--- config.mk ---
export PLATFORM = sky130hd
export DESIGN_NAME = bnn_vad_core
export DESIGN_NICKNAME = d
export VERILOG_FILES = /design/src/rtl/bnn_vad_core.sv
export SDC_FILE = /design/constraint.sdc
export NUM_CORES = 1
export LEC_CHECK = 0
export ABC_AREA = 1
export CAP_MARGIN = 10
export CORE_ASPECT_RATIO = 2
export CORE_MARGIN = 2
export CORE_UTILIZATION = 48
export CTS_CLUSTER_SIZE = 8
export DETAILED_ROUTE_END_ITERATION = 12
export PLACE_DENSITY = 0.86
export SYNTH_ARGS = -nofsm -noshare
export SYNTH_HDL_FRONTEND = slang
export SYNTH_SLANG_ARGS = --single-unit
--- constraint.sdc ---
create_clock -name clk -period 3 [get_ports clk]
set_input_delay 0.9 -clock clk [delete_from_list [all_inputs] [get_ports clk]]
set_output_delay 0.9 -clock clk [all_outputs]
set_load 0.01 [all_outputs]
--- src/rtl/bnn_vad_core.sv ---
// Binarized-network voice-activity classifier: XNOR-popcount filters per chunk, class scoring, argmax.
// Optional hangover smoothing of the decision is enabled by defining BNN_VAD_HANGOVER_EN.
module bnn_vad_core #(
    parameter int CHUNK_W = 5,
    parameter int N_CHUNK = 4,
    parameter int N_FILT  = 3,
    parameter int N_CLASS = 2,
    parameter int CONV_TH = 3,
    parameter logic [N_FILT*CHUNK_W-1:0] CONV_W = '1,
    parameter logic [N_CLASS*N_CHUNK*N_FILT-1:0] FC_W =
        {{(N_CHUNK*N_FILT){1'b1}}, {(N_CHUNK*N_FILT){1'b0}}},
    parameter int HANG    = 2,
    localparam int FRAME_W = CHUNK_W*N_CHUNK,
    localparam int RES_W   = $clog2(N_CLASS)
) (
    input  logic               clk,
    input  logic               rst_n,
    input  logic               in_valid,
    output logic               in_ready,
    input  logic [FRAME_W-1:0] data_in,
    output logic               out_valid,
    input  logic               out_ready,
    output logic [RES_W-1:0]   result
);

    localparam int SCORE_W = $clog2(N_CHUNK*N_FILT+1);
    localparam int CNT_W   = (N_CHUNK > 1) ? $clog2(N_CHUNK) : 1;

    typedef enum logic [1:0] {IDLE, CONV, DECIDE, DONE} state_t;

    state_t               state;
    logic [FRAME_W-1:0]   frame_q;
    logic [CNT_W-1:0]     chunk_cnt;
    logic [SCORE_W-1:0]   score_q   [N_CLASS];
    logic [CHUNK_W-1:0]   chunk_arr [N_CHUNK];
    logic [N_FILT-1:0]    fc_arr    [N_CLASS][N_CHUNK];
    logic [CHUNK_W-1:0]   cur_chunk;
    logic [N_FILT-1:0]    feat;
    logic [SCORE_W-1:0]   score_inc [N_CLASS];
    logic [SCORE_W-1:0]   best_score;
    logic [RES_W-1:0]     best_idx;
    logic [RES_W-1:0]     next_result;

    function automatic int ones_chunk(input logic [CHUNK_W-1:0] v);
        int s;
        s = 0;
        for (int i = 0; i < CHUNK_W; i++) s += int'(v[i]);
        return s;
    endfunction

    function automatic logic [SCORE_W-1:0] ones_feat(input logic [N_FILT-1:0] v);
        logic [SCORE_W-1:0] s;
        s = '0;
        for (int i = 0; i < N_FILT; i++) s = s + SCORE_W'(v[i]);
        return s;
    endfunction

    // Constant slices of the frame and class weights, so the runtime chunk index only drives a mux
    for (genvar c = 0; c < N_CHUNK; c++) begin : g_chunk
        assign chunk_arr[c] = frame_q[c*CHUNK_W +: CHUNK_W];
        for (genvar k = 0; k < N_CLASS; k++) begin : g_fc
            assign fc_arr[k][c] = FC_W[(k*N_CHUNK+c)*N_FILT +: N_FILT];
        end
    end

    assign cur_chunk = chunk_arr[chunk_cnt];

    always_comb begin
        feat = '0;
        for (int f = 0; f < N_FILT; f++)
            feat[f] = (ones_chunk(~(cur_chunk ^ CONV_W[f*CHUNK_W +: CHUNK_W])) >= CONV_TH);
        for (int k = 0; k < N_CLASS; k++)
            score_inc[k] = ones_feat(~(feat ^ fc_arr[k][chunk_cnt]));
    end

    // Only a strictly larger score displaces the leader, so ties keep the lowest index
    always_comb begin
        best_idx   = '0;
        best_score = score_q[0];
        for (int k = 1; k < N_CLASS; k++) begin
            if (score_q[k] > best_score) begin
                best_score = score_q[k];
                best_idx   = RES_W'(k);
            end
        end
    end

`ifdef BNN_VAD_HANGOVER_EN
    localparam int HC_W = (HANG > 0) ? $clog2(HANG+1) : 1;

    logic [HC_W-1:0]  hang_cnt;
    logic [RES_W-1:0] last_nz;

    always_comb begin
        if (best_idx != '0)
            next_result = best_idx;
        else if (hang_cnt != '0)
            next_result = last_nz;
        else
            next_result = '0;
    end

    always_ff @(posedge clk) begin
        if (!rst_n) begin
            hang_cnt <= '0;
            last_nz  <= '0;
        end else if (state == DECIDE) begin
            if (best_idx != '0) begin
                hang_cnt <= HC_W'(HANG);
                last_nz  <= best_idx;
            end else if (hang_cnt != '0) begin
                hang_cnt <= hang_cnt - HC_W'(1);
            end
        end
    end
`else
    assign next_result = best_idx;
`endif

    always_ff @(posedge clk) begin
        if (!rst_n) begin
            state     <= IDLE;
            in_ready  <= 1'b1;
            out_valid <= 1'b0;
            result    <= '0;
            frame_q   <= '0;
            chunk_cnt <= '0;
            for (int k = 0; k < N_CLASS; k++) score_q[k] <= '0;
        end else begin
            case (state)
                IDLE: begin
                    if (in_valid) begin
                        frame_q   <= data_in;
                        chunk_cnt <= '0;
                        for (int k = 0; k < N_CLASS; k++) score_q[k] <= '0;
                        in_ready  <= 1'b0;
                        state     <= CONV;
                    end
                end
                CONV: begin
                    for (int k = 0; k < N_CLASS; k++) score_q[k] <= score_q[k] + score_inc[k];
                    if (chunk_cnt == CNT_W'(N_CHUNK-1))
                        state <= DECIDE;
                    else
                        chunk_cnt <= chunk_cnt + CNT_W'(1);
                end
                DECIDE: begin
                    result    <= next_result;
                    out_valid <= 1'b1;
                    state     <= DONE;
                end
                DONE: begin
                    if (out_ready) begin
                        out_valid <= 1'b0;
                        in_ready  <= 1'b1;
                        state     <= IDLE;
                    end
                end
                default: begin
                    state    <= IDLE;
                    in_ready <= 1'b1;
                end
            endcase
        end
    end

endmodule

==> results of run 1 <==
==> cells by family (layout without fill, tap and decap cells) <==
| family | Yosys count | count (layout) | share of synthesized area (%) |
|---|---|---|---|
| simple gates | 100 | 100 | 21.28 |
| compound gates | 45 | 45 | 13.58 |
| xor+xnor | 2 | 2 | 0.9461 |
| buf+inv | 36 | 72 | 8.243 |
| fa+ha+maj | 18 | 18 | 13.78 |
| flops | 35 | 35 | 42.16 |
==> area by class of cell <==
type | count | share of cell area [%]
timing repair buffer | 36 | 14.06
clock inverter | 1 | 0.2076
tap | 51 | 2.647
multi-input combinational | 165 | 41.46
sequential | 35 | 32.59
inverter | 28 | 4.567
clock buffer | 7 | 4.463
==> stage by stage <==
stage	hold WS (ns)	TNS [ns]
floorplan	0.4495	0
global placement	0.4425	0
detailed placement	0.4557	-0.2109
CTS	0.4668	-0.001196
global route	0.5047	-0.6650
finish	0.4643	-0.04024
==> routing by layer <==
layer  part of all wire, %  track usage, %  vias up
met4                   2.3           7.883        0
met1                    41           22.86      714
met2                    53           31.89       45
met5                     0               0        -
li1                      -               -      832
met3                   4.0           5.118       10
==> repair_timing <==
item                                    4_1_cts  5_1_grt
setup buffers                                 1        2
cloned                                        0        0
resized for setup                            10        9
pin swaps                                     4        1
endpoints found under the setup margin        4        6
==> critical path, cell delays in order, from the launching register on <==
cell and delay [ns]:
dfxtp_4 0.41, buf_6 0.13, nor2_4 0.03, o22a_1 0.20, fa_1 0.50, fa_2 0.35
inv_2 0.07, ha_4 0.19, a21oi_4 0.15, ha_2 0.23, fa_1 0.42, inv_1 0.06
nor2_1 0.03
==> registers in the layout (all words and copies together) (netlist names) <==
name	cells
chunk_cnt	2
frame_q	20
in_ready	1
out_valid	1
result	1
score_q	8
state	2
==> cell usage in the layout, fill, tap and decap left out, types with 3 or more instances in the layout <==
cell type	netlist	routed
a21oi_1	7	6
buf_4	3	9
clkbuf_8	0	6
clkdlybuf4s50_1	0	26
dfxtp_1	27	25
edfxtp_1	8	8
ha_1	14	10
ha_4	0	3
inv_1	27	21
inv_2	1	6
nand2_1	26	25
nand3_1	5	5
nor2_1	63	61
o21ai_0	27	26
o21ai_1	3	4
o22a_1	5	5
==> power groups by stage <==
stage / clock (mW) / combinational (mW) / sequential, mW
2_1_floorplan: 0 / 0.939 / 0.736
3_3_place_gp: 0 / 1.15 / 0.757
3_5_place_dp: 0 / 1.22 / 0.763
4_1_cts: 0.409 / 1.26 / 0.760
5_1_grt: 0.431 / 1.56 / 0.793
6_report: 0.404 / 1.34 / 0.772
==> path summary, 6_finish.rpt <==
check,startpoint,to,slack [ns]
setup / recovery,chunk_cnt[0],score_q[0][1],-0.02
setup reg to reg,chunk_cnt[0],score_q[0][1],-0.02
hold / removal,result,result,0.46
hold reg to reg,result,result,0.46
==> impl_metrics.tcl, run 1 <==
set metrics [dict create \
    status "finished, violations left" \
    violations "negative setup slack" \
    place_congestion 0.8305 \
    worst_ep_required_time_ns 3.03 \
    drv_cap 0 \
    drive_above_1_share_pct 14.71 \
    synth.most_common_cell "nor2_1" \
    fillerInstances 333 \
    cts.hold.buffers_added 0 \
    crit_arrival_ns 3.05 \
    fin_cells 323 \
    p_leak_nw 1.037 \
    grt_pass1_vias 1593 \
    postSynth.asyncResetShare_pct 0 \
    synth_common_cells "nor2_1 (63), dfxtp_1 (27), inv_1 (27), o21ai_0 (27), nand2_1 (26)" \
    place_inst 312 \
    die-area_um2 4401 \
    path_max_fanout 8 \
    dpl.hpwl_um 2810 \
    finalWorstSetupSlack_ns -0.02234 \
    p_seq_share_pct 30.6 \
    post-route-period-util_pct 100.7 \
    fmax_ghz 0.3309 \
    die_y_um 91.84 \
    drt-initial-drc-count 26 \
    p_int_mw 1.480 \
    critPathKind "reg2reg" \
    diodes 0 \
    placed_cell_area_um2 2211 \
    cts-htree-levels 2 \
    vias 1601 \
    routedWlPerCell_um 11.98 \
    start_kind "flop" \
    setup_viol 3 \
    dr.pass1.iters 4 \
    grt_use_total_pct 19.54 \
    synth_top_area_share_pct 29.19 \
    cts_sinks 35 \
    utilization_pct 64.06 \
    swShare_pct 41.26 \
    synth_seq_cells 35 \
    p_clk_share_pct 16.0 \
    die_w_um 47.92 \
    multi_input_area_um2 999.7 \
    reg2regPathDepth 12 \
    gr-total-overflow 0 \
    drv_slew 0 \
    powerDensity_nw_per_um2 1045 \
    nets 313 \
    period_minus_slack_ns 3.022 \
    crit_path_end_kind "flop" \
    clock_path_buffers 2 \
    yosysTopAreaCell "dfxtp_1" \
    antenna_found_initial 0 \
    ios 27 \
    grt_max_degree 23 \
    hold_depth 2 \
    ys_seq_area_share_pct 42.16 \
    io_buffers 26 \
    synth.distinct_cells 25 \
    antenna_left 0 \
    cts_made_buffers 5 \
    rows 32 \
    cts_tree "built" \
    hp-class "reg2reg" \
    drt_wl_total_um 3868 \
    irDropWorstVdd_mv 0.7678 \
    core_um2 3764 \
    fin_total_pwr_mw 2.520 \
    clk_latency_ns 0.28 \
    synth_top_cells_by_area "dfxtp_1 (29%), edfxtp_1 (13%), nor2_1 (13%)" \
    p_comb_share_pct 53.3 \
    dp_slack_ns -0.07192 \
    grt_pass1_wl_um 6341 \
    skew_ns 0.001694 \
    power_switching_mw 1.040 \
    synthCells 236 \
    slew_headroom_pct 73.12 \
    synth_edf_count 8 \
    regArea_um2 785.8 \
    netlist_area_um2 1852 \
    area.growth.synth_to_final_pct 30.20 \
    via_per_inst 4.957 \
    synth_nets 278 \
    avgSynthCellArea_um2 7.847 \
    drc_errors 0 \
    clkTransAtPathRegs_ns 0.07 \
    cts_root_buffer "clkbuf_8" \
    worst_slew_pin_slew_ns 0.4021 \
    hold_viol_final 0 \
    floorplan.initialDensity_pct 49.20 \
    yosys_most_used_dff "dfxtp_1" \
    fin_area_um2 2411 \
    rsz0062_at_grt "true" \
    yosys_warnings 0 \
]
No activity file was read; power rests on OpenSTA's default activity.
==> run 2, diff against run 1 <==
==> constraint.sdc (replaced) <==
create_clock -name clk -period 2.7 [get_ports clk]
set_input_delay 0.81 -clock clk [delete_from_list [all_inputs] [get_ports clk]]
set_output_delay 0.81 -clock clk [all_outputs]
set_load 0.01 [all_outputs]
==> run 2 against run 1 <==
  * The flow still finishes with violations (negative setup slack)
  * Non-clock buffer count is 2 higher
  * Sequential power grew 12%
  * Die area unchanged
  * Global-route usage increased by 3.5 points
  * Hold slack better by 0.0018 ns
  * Critical path depth up 1
  * Clock skew grew 0.00055 ns
  * Critical path type unchanged
==> impl_metrics.tcl, run 2 (synthesis results as in run 1) <==
set metrics [dict create \
    final_common_cell "nor2_1" \
    post-route-period-util_pct 112.8 \
    powerDensity_nw_per_um2 1201 \
    dr.pass1.iters 5 \
    utilization_pct 63.76 \
    largest_reg_flops 20 \
    ios 27 \
    clk_latency_ns 0.30 \
    cts_made_buffers 5 \
    via_per_inst 5.148 \
    die-area_um2 4401 \
    grt_pass1_wl_um 7141 \
    p_comb_share_pct 56.7 \
    antenna_found_initial 0 \
    clock_path_buffers 2 \
    p_int_mw 1.658 \
    cts_sinks 35 \
    slew_headroom_pct 71.71 \
    drt-initial-drc-count 40 \
    fmax_ghz 0.3284 \
    irDropWorstVdd_mv 0.8262 \
    finalSetupTns_ns -1.830 \
    start_kind "flop" \
    worst_ep_required_time_ns 2.75 \
    power_switching_mw 1.223 \
    crit_path_end_kind "flop" \
    top_regs "frame_q: 20 flops, score_q: 8 flops" \
    cts.hold.buffers_added 0 \
    grt_pass1_vias 1703 \
    cts-htree-levels 2 \
    crit_arrival_ns 3.09 \
    dpl.hpwl_um 3138 \
    p_leak_nw 1.035 \
    drv_cap 0 \
    die_y_um 91.84 \
    nets 315 \
    cts_root_buffer "clkbuf_8" \
    rows 32 \
    drv_slew 0 \
    grt_max_degree 22 \
    period_minus_slack_ns 3.045 \
    setup_viol 7 \
    place_congestion 0.8128 \
    antenna_left 0 \
    top_register "frame_q" \
    p_clk_share_pct 13.3 \
    drc_errors 0 \
    p_seq_share_pct 30.0 \
    io_buffers 26 \
    violations "negative setup slack" \
    routedWlPerCell_um 13.25 \
    cts_tree "built" \
    clkTransAtPathRegs_ns 0.07 \
    layout_common_cells "nor2_1 (61), nand2_1 (26), clkdlybuf4s50_1 (26)" \
    grt_use_total_pct 23.00 \
    hp-class "reg2reg" \
    swShare_pct 42.46 \
    hold_viol_final 0 \
    core_um2 3764 \
    worst_slew_pin_slew_ns 0.4231 \
    critPathKind "reg2reg" \
    floorplan.initialDensity_pct 49.20 \
    drive_above_1_share_pct 14.60 \
    skew_ns 0.002245 \
    finalWorstSetupSlack_ns -0.3447 \
    area.growth.synth_to_final_pct 29.59 \
    drt_wl_total_um 4306 \
    rsz0062_at_grt "true" \
    fillerInstances 352 \
    die_w_um 47.92 \
    gr-total-overflow 0 \
    dp_slack_ns -0.3756 \
    path_max_fanout 8 \
    status "finished, violations left" \
    diodes 0 \
    vias 1673 \
]
## run 2: area by class of cell
| class | count | area [um2] | area share (%) |
|---|---|---|---|
| Timing Repair Buffer | 38 | 357.8 | 14.91 |
| Multi-Input combinational cell | 165 | 997.2 | 41.55 |
| Sequential cell | 35 | 785.8 | 32.74 |
| Clock buffer | 5 | 68.82 | 2.868 |
| Tap cell | 51 | 63.81 | 2.659 |
| Clock inverter | 3 | 18.77 | 0.7821 |
| Inverter | 28 | 107.6 | 4.484 |
## run 2: worst paths after layout
check,from,endpoint,slack [ns],depth (start not counted)
max reg2reg,chunk_cnt[0],score_q[0][6],-0.34,13
max,chunk_cnt[0],score_q[0][6],-0.34,13
min,result,result,0.47,2
min reg2reg,result,result,0.47,2
## run 2: power groups by stage
stage	Combinational (mW)	Sequential (mW)	Clock (mW)
floorplan	1.09	0.822	0
global placement	1.31	0.845	0
detailed placement	1.43	0.859	0
CTS	1.61	0.859	0.386
global route	1.85	0.883	0.408
finish	1.63	0.863	0.384
## run 2: critical path: stages, from the launching register on
cell	delay [ns]
dfxtp_4	0.40
buf_6	0.11
nor2_2	0.03
o22a_1	0.19
fa_1	0.56
fa_2	0.44
inv_2	0.08
a21oi_4	0.08
inv_2	0.09
ha_4	0.14
inv_2	0.04
fa_1	0.42
xor2_1	0.14
nor2_1	0.07
## run 2: what timing repair did
action	CTS	global route
buffers inserted	4	0
endpoints found under the setup margin	8	8
pin swaps	10	2
gates resized for setup	12	2
## run 2: metal layers
layer	part of all wire [%]	wire length [um]	track usage [%]	up-vias
li1	-	-	-	835
met4	3.4	146	12.39	0
met5	0	0	0	-
met1	38	1656	23.61	775
met2	55	2347	39.33	48
met3	3.6	157	5.315	15
## run 2: through the flow
| stage | total power [mW] | area, um2 | hold WS (ns) | instances |
|---|---|---|---|---|
| floorplan | 1.907 | 1907 | 0.4495 | 236 |
| global placement | 2.152 | 2231 | 0.4465 | 313 |
| detailed placement | 2.291 | 2231 | 0.4557 | 313 |
| CTS | 2.853 | 2392 | 0.4666 | 325 |
| global route | 3.142 | 2400 | 0.5064 | 325 |
| finish | 2.881 | 2400 | 0.4661 | 325 |
